**src/rtl/alu_exec_ctrl.sv**
```systemverilog
`default_nettype none
// ============================================================================
// Module      : alu_exec_ctrl
// Description : Sequencer for an external combinational ALU. It captures an
//               operation on start, applies it cnt+1 times and feeds each
//               result back as the X operand. It then publishes the final
//               result, the zero flag and a one-cycle done pulse. Illegal
//               function codes skip execution and raise err with done.
// Revision    : 1.0 - initial release
// ============================================================================
module alu_exec_ctrl (
    input  logic       clk,
    input  logic       rst,
    input  logic       start,
    input  logic [3:0] op,
    input  logic [7:0] opa,
    input  logic [7:0] opb,
    input  logic [2:0] cnt,
    output logic [3:0] alus,
    output logic [7:0] alu_x,
    output logic [7:0] alu_bus,
    input  logic [7:0] alu_dout,
    output logic       busy,
    output logic       done,
    output logic       err,
    output logic [7:0] result,
    output logic       zf
);

    localparam logic [1:0] c_IDLE   = 2'd0;
    localparam logic [1:0] c_EXEC   = 2'd1;
    localparam logic [1:0] c_DONE   = 2'd2;
    localparam logic [3:0] c_OP_MAX = 4'd10;

    logic [1:0] r_state;
    logic [3:0] r_op_reg;
    logic [7:0] r_x_reg;
    logic [7:0] r_b_reg;
    logic [2:0] r_rem;
    logic       r_err_reg;
    logic [7:0] r_result;
    logic       r_zf;

    logic       w_in_exec;
    logic       w_in_done;

    assign w_in_exec = (r_state == c_EXEC);
    assign w_in_done = (r_state == c_DONE);

    // ALU operands are forced to zero whenever the ALU is not being used
    assign alus    = w_in_exec ? r_op_reg : 4'h0;
    assign alu_x   = w_in_exec ? r_x_reg  : 8'h00;
    assign alu_bus = w_in_exec ? r_b_reg  : 8'h00;

    assign busy    = (r_state != c_IDLE);
    assign done    = w_in_done;
    assign err     = w_in_done & r_err_reg;
    assign result  = r_result;
    assign zf      = r_zf;

    // State machine and datapath registers; start is only honoured in IDLE
    always_ff @(posedge clk) begin
        if (rst) begin
            r_state   <= c_IDLE;
            r_op_reg  <= 4'h0;
            r_x_reg   <= 8'h00;
            r_b_reg   <= 8'h00;
            r_rem     <= 3'd0;
            r_err_reg <= 1'b0;
            r_result  <= 8'h00;
            r_zf      <= 1'b1;
        end else begin
            case (r_state)
                c_IDLE: begin
                    if (start) begin
                        if (op <= c_OP_MAX) begin
                            r_op_reg <= op;
                            r_x_reg  <= opa;
                            r_b_reg  <= opb;
                            r_rem    <= cnt;
                            r_state  <= c_EXEC;
                        end else begin
                            // Illegal code: report immediately, keep result/zf
                            r_err_reg <= 1'b1;
                            r_state   <= c_DONE;
                        end
                    end
                end
                c_EXEC: begin
                    // Feed each pass back as X; bus operand stays constant
                    r_x_reg <= alu_dout;
                    if (r_rem != 3'd0) begin
                        r_rem <= r_rem - 3'd1;
                    end else begin
                        r_result  <= alu_dout;
                        r_zf      <= (alu_dout == 8'h00);
                        r_err_reg <= 1'b0;
                        r_state   <= c_DONE;
                    end
                end
                c_DONE: begin
                    r_state <= c_IDLE;
                end
                default: begin
                    r_state <= c_IDLE;
                end
            endcase
        end
    end

endmodule
`default_nettype wire

```
**config.mk**
```make
export PLATFORM = sky130hd
export DESIGN_NAME = alu_exec_ctrl
export DESIGN_NICKNAME = d
export VERILOG_FILES = /design/src/rtl/alu_exec_ctrl.sv
export SDC_FILE = /design/constraint.sdc
export NUM_CORES = 1
export LEC_CHECK = 0
export ABC_AREA = 1
export BUFFER_PORTS_ARGS = -buffer_cell sky130_fd_sc_hd__buf_2
export CAP_MARGIN = 20
export CORE_ASPECT_RATIO = 1.1
export CORE_MARGIN = 4
export CORE_UTILIZATION = 41
export CTS_BUF_LIST = sky130_fd_sc_hd__clkbuf_8
export DETAILED_ROUTE_END_ITERATION = 12
export PLACE_DENSITY = 0.69
export SLEW_MARGIN = 25
export SYNTH_ARGS = -nofsm -noshare
export SYNTH_HDL_FRONTEND = slang
export SYNTH_SLANG_ARGS = --single-unit
export TNS_END_PERCENT = 5
```
**constraint.sdc**
```tcl
create_clock -name clk -period 1.55 [get_ports clk]
set_input_delay 0.155 -clock clk [delete_from_list [all_inputs] [get_ports clk]]
set_output_delay 0.155 -clock clk [all_outputs]
set_load 0.01 [all_outputs]
```
==> results of run 1 <==
## layout make-up
type,instances,share of cell area
Timing Repair Buffer,68,0.162
Inverter,38,0.0657
Clock inverter,1,0.00231
Multi-Input combinational cell,167,0.378
Tap cell,52,0.0300
Sequential cell,35,0.324
Clock buffer,6,0.0381
## worst max-delay path: stages (launching register included)
cell and delay (ps):
dfxtp_1 370, inv_2 70, nand2_4 130, buf_6 210, nor2_1 70, buf_2 140
## per-stage QoR
stage	setup WS, ps	power, mW
2_1_floorplan	322	1.53
3_3_place_gp	150	1.69
3_5_place_dp	118	1.70
4_1_cts	29.2	2.38
5_1_grt	0.507	2.53
6_report	109	2.36
## routing by layer
layer	up-vias	wire length, µm
met3	6	379
met4	0	57
met1	698	1900
li1	920	-
met5	-	0
met2	67	1720
## worst min path at each step
| stage | startpoint | endpoint | cells past startpoint |
|---|---|---|---|
| 3_3_place_gp | alu_dout[3] | result[3] | 3 |
| 2_1_floorplan | rst | result[0] | 1 |
| 6_report | opb[7] | r_b_reg[7] | 3 |
| 4_1_cts | opb[0] | r_b_reg[0] | 3 |
| 5_1_grt | opb[4] | r_b_reg[4] | 3 |
| 3_5_place_dp | opb[0] | r_b_reg[0] | 3 |
## Yosys cell counts (all sizes together)
cell type  count  share of area
inv           38          0.084
nor4           1         0.0037
dfxtp         35           0.41
o21ai         19          0.056
ha             2          0.015
and3           1         0.0037
buf           10          0.034
nor2          48           0.11
a211oi         7          0.037
nand2         44           0.10
nand3         18          0.056
nor3           1         0.0029
or2            1         0.0037
o211ai         1         0.0044
clkbuf         3         0.0066
a21oi         24          0.073
## kinds of logic after synthesis
group                    after synthesis  share of synthesized area
AND/OR/NAND/NOR                      114                      0.281
AO/OA/AOI/OAI                         51                      0.169
buffers and inverters                 51                      0.124
flip-flops                            35                      0.411
adder cells (fa/ha/maj)                2                     0.0147
## placed cells by master, fill, tap and decap left out
cell type,count
a211oi_1,5
a211oi_2,2
a21oi_1,23
a21oi_4,1
and3_1,1
buf_2,65
buf_4,2
buf_6,1
clkbuf_8,6
clkinv_2,1
dfxtp_1,34
dfxtp_2,1
ha_1,2
inv_1,33
inv_2,5
nand2_1,41
nand2_2,2
nand2_4,1
nand3_1,16
nand3_2,1
nand3_4,1
nor2_1,46
nor2_2,1
nor2_4,1
nor3_1,1
nor4_1,1
o211ai_1,1
o21ai_1,19
or2_2,1
## power breakdown
| part | internal [mW] | leakage, nW | switching (mW) |
|---|---|---|---|
| Sequential | 1.01 | 0.288 | 0.0566 |
| Clock | 0.348 | 0.0470 | 0.316 |
| Combinational | 0.240 | 0.733 | 0.395 |
## timing repair
action | 4_1_cts | 5_1_grt
setup endpoints to repair | 20 | 21
gates resized for setup | 2 | 5
endpoints found under the hold margin | 0 | 0
==> flow_summary.toml, run 1 <==
[outcome]
status = "finished clean"

[clocking]
cts_sinks = 35
clk_latency_ps = 280
clkTransAtPathRegs_ps = 70
clockBufferDepth = 2
cts.htree.levels = 2
clockRootBuffer = "clkbuf_8"
ctsHoldBuffers = 0
numCtsBuffers = 5
post-cts-setup-buffer-count = 0
cts_tree = "yes"

[die]
num_rows = 24
ios = 66
dieWidth_um = 69.5
design.core.area_um2 = 3990
initial_utilization = 0.427
die_h_um = 75.6
die-area_um2 = 5260

[yosys]
ys_seq_area_frac = 0.411
syn_nets = 289
ys_types = 26
yosys_warnings = 0
synth_seq_cells = 35
syn_area_um2 = 1710
avgSynthCellArea_um2 = 6.74
syn-instance-count = 253

[finish]
drive_gt1_frac = 0.292
final_nets = 351
final_cells = 367
areaGrowthSynthToFinish_pct = 27.2
fillers = 426
n_antenna_cell = 0
multi_input_area_um2 = 821
final_cell_area_um2 = 2170
seqCellArea_um2 = 702
finalCoreUtilization = 0.543

[critical_path]
worst_r2r_path_depth = 9
cp-startpoint = "r_state[1]"
cp-end-kind = "output port"
crit_fanout = 22
path_class = "reg -> out"
endpoint = "alu_x[3]"
timing.reg2reg.setup_slack_ps = 160
worstSetupStartpointType = "register"
reg2reg_to = "r_rem[2]"
cp.required_ps = 1390
regToRegStartpoint = "r_rem[0]"
arrival_ps = 1290

[global_route]
grt_max_degree = 23
grt_use_total = 0.164
globalRouteMet2Util = 0.261
first_global_vias = 1535
antenna_found_initial = 0
busiest_layer = "met2"
grt_overflow = 0
use_met1 = 0.209
met3_usage = 0.0567
grt_pass1_wl_um = 6820

[route]
drt-vias-per-instance = 4.61
drt_iter0_markers = 108
dr.pass1.iters = 4
antenna_left = 0
vias = 1691
wl_per_cell_um = 11.0
drc = 0
finalWirelength_um = 4050

[timing]
setup_viol = 0
hold_viol = 0
grt_setup_unrepaired = "yes"
fmax_ghz = 0.694
worst_slew_pin_slew_ps = 462
worst_clock_skew_ps = 6.61
whs_ps = 132
final-max-slew-violation-count = 0
post-route-min-period_ps = 1440
setup_tns_ps = 0
fin_crit_sh = 0.930
slew_headroom = 0.691

[power]
p_per_area_nw_per_um2 = 1090
p_leak_nw = 1.07
vdd_drop_max_v = 0.000498

[placed_design]
place_area_um2 = 2050
io_buffers = 65
dp_hpwl_um = 2990
dpl.cell_count = 360
routabilityCongestion = 0.761

[job]
max_cap_violations = 0

[worst_hold_path]
hp-class = "in -> reg"
Note: power is estimated with default switching activity, not from simulation.
==> run 2, diff against run 1 <==
- ABC_AREA: 1 -> not set
- CORE_MARGIN: 4 -> not set
- REMOVE_ABC_BUFFERS: not set -> 1
==> run 2 against run 1 <==
Register-to-register slack worse by 80 ps. Sequential share of layout area is 1.2 points lower. Area after synthesis is 3.0% higher. Non-clock buffer count is 12 higher. Wire length is 3.2% higher. Flip-flop and latch count stayed put. Maximum frequency is 1.7% lower. Largest cell class unchanged.
==> flow_summary.toml, run 2 <==
[clocking]
ctsHoldBuffers = 0
cts_sinks = 35
clockBufferDepth = 2
clockRootBuffer = "clkbuf_8"
numCtsBuffers = 5
cts_tree = "yes"
clkTransAtPathRegs_ps = 70
cts.htree.levels = 2
clk_latency_ps = 280

[yosys]
async_reset_ff_frac = 0
synth_area_leader_cell = "dfxtp_1"
ys_seq_area_frac = 0.399
syn_area_um2 = 1760
avgSynthCellArea_um2 = 9.20
synth_edf_count = 0
synthTopCellsByArea = "dfxtp_1 40%, mux2i_1 11%, and2_1 7.8%"
synth_ff_type = "dfxtp_1"
yosys_warnings = 0
yosysMostFrequentCell = "dfxtp_1"
synth_top_area_share = 0.399
syn-instance-count = 191
synth_seq_cells = 35
ys_types = 38
synth_commonest_cells = "35 x dfxtp_1, 22 x and2_1, 19 x mux2i_1, 19 x nand2_1, 15 x nor2_1"

[global_route]
grt_pass1_wl_um = 6720
grt_overflow = 0
first_global_vias = 1545
grt_max_degree = 27
grt_use_total = 0.187
antenna_found_initial = 0

[timing]
worst_slew_pin_slew_ps = 447
worst_clock_skew_ps = 4.42
setup_viol = 0
timing.final.ws_setup_ps = 83.4
fmax_ghz = 0.682
hold_viol = 0
slew_headroom = 0.702
post-route-min-period_ps = 1470
whs_ps = 104
fin_crit_sh = 0.946
final-max-slew-violation-count = 0
setup_tns_ps = 0

[finish]
drive_gt1_frac = 0.385
layout_common_cells = "65 x buf_2, 33 x dfxtp_1, 22 x and2_1, 19 x mux2i_1, 19 x nand2_1"
final_common_cell = "buf_2"
finalCoreUtilization = 0.562
n_antenna_cell = 0
final_cells = 314
areaGrowthSynthToFinish_pct = 28.6
final_nets = 297
final_cell_area_um2 = 2260

[route]
finalWirelength_um = 4180
antenna_left = 0
drc = 0
vias = 1588
drt_iter0_markers = 64
wl_per_cell_um = 13.3
drt-vias-per-instance = 5.06
dr.pass1.iters = 4

[die]
dieWidth_um = 64.4
num_rows = 24
initial_utilization = 0.437
die_h_um = 70.7
design.core.area_um2 = 4020
ios = 66
die-area_um2 = 4550

[placed_design]
routabilityCongestion = 0.782
dpl.cell_count = 305
io_buffers = 65
place_area_um2 = 2140
dp_hpwl_um = 3000
pre_cts_slack_ps = 81.3

[critical_path]
worstSetupStartpointType = "register"
timing.reg2reg.setup_slack_ps = 80
endpoint = "r_rem[0]"
regToRegStartpoint = "r_rem[0]"
cp-startpoint = "r_rem[0]"
cp-end-kind = "register"
path_class = "reg -> reg"
arrival_ps = 1640
crit_fanout = 5
reg2reg_to = "r_rem[0]"
cp.required_ps = 1720
worst_r2r_path_depth = 6

[power]
p_per_area_nw_per_um2 = 1080
vdd_drop_max_v = 0.000666
p_leak_nw = 1.04
power.total_mw = 2.45

[outcome]
status = "finished clean"

[job]
max_cap_violations = 0

[worst_hold_path]
hp-class = "in -> reg"
==> run 2: what timing repair did <==
item / CTS / global route
endpoints found under the setup margin: 19 / 26
pin swaps: 0 / 0
resized for setup: 0 / 4
setup buffers: 1 / 0
==> run 2: where the power goes <==
group          leakage (nW)  switching, mW  internal, mW
Sequential            0.287         0.0505         0.996
Combinational         0.706          0.345         0.317
Clock                0.0505          0.335         0.404
Total                  1.04          0.731          1.72
==> run 2: worst min path at each step <==
stage | from | to | slack (ps) | cells after the start
finish | opb[2] | r_b_reg[2] | 100 | 3
global route | opb[1] | r_b_reg[1] | 110 | 3
CTS | opb[1] | r_b_reg[1] | 100 | 3
detailed placement | opb[3] | r_b_reg[3] | 400 | 3
global placement | opb[5] | r_b_reg[5] | 390 | 3
floorplan | rst | result[0] | 220 | 1
==> run 2: kinds of logic after synthesis <==
family	after synthesis	synth area share
buf+inv	22	0.0826
simple gates	82	0.256
compound gates	31	0.140
flops	35	0.399
mux	19	0.108
fa+ha+maj	2	0.0142
==> run 2: metal layers <==
metal | vias up | part of all wire | GRT usage
met2 | 53 | 0.47 | 0.296
met4 | 0 | 0.016 | 0.0815
met3 | 7 | 0.051 | 0.0355
met1 | 724 | 0.46 | 0.248
li1 | 804 | - | -
met5 | - | 0 | 0
==> run 2: critical path, cell delays in order (launching register included) <==
cell and delay [ps]:
dfxtp_1 310, inv_1 70, ha_1 220, nor2b_2 180
and2_4 180, a2111oi_2 280, o32ai_1 110
==> run 2: area by class of cell <==
cell class              instances  area (µm²)
clock buffers                   7        96.3
clock inverters                 1        7.51
fillers                       404        1760
inverters                       5        18.8
multi-input cells             134         918
flip-flops and latches         35         703
well taps                      52        65.1
repair buffers                 80         450
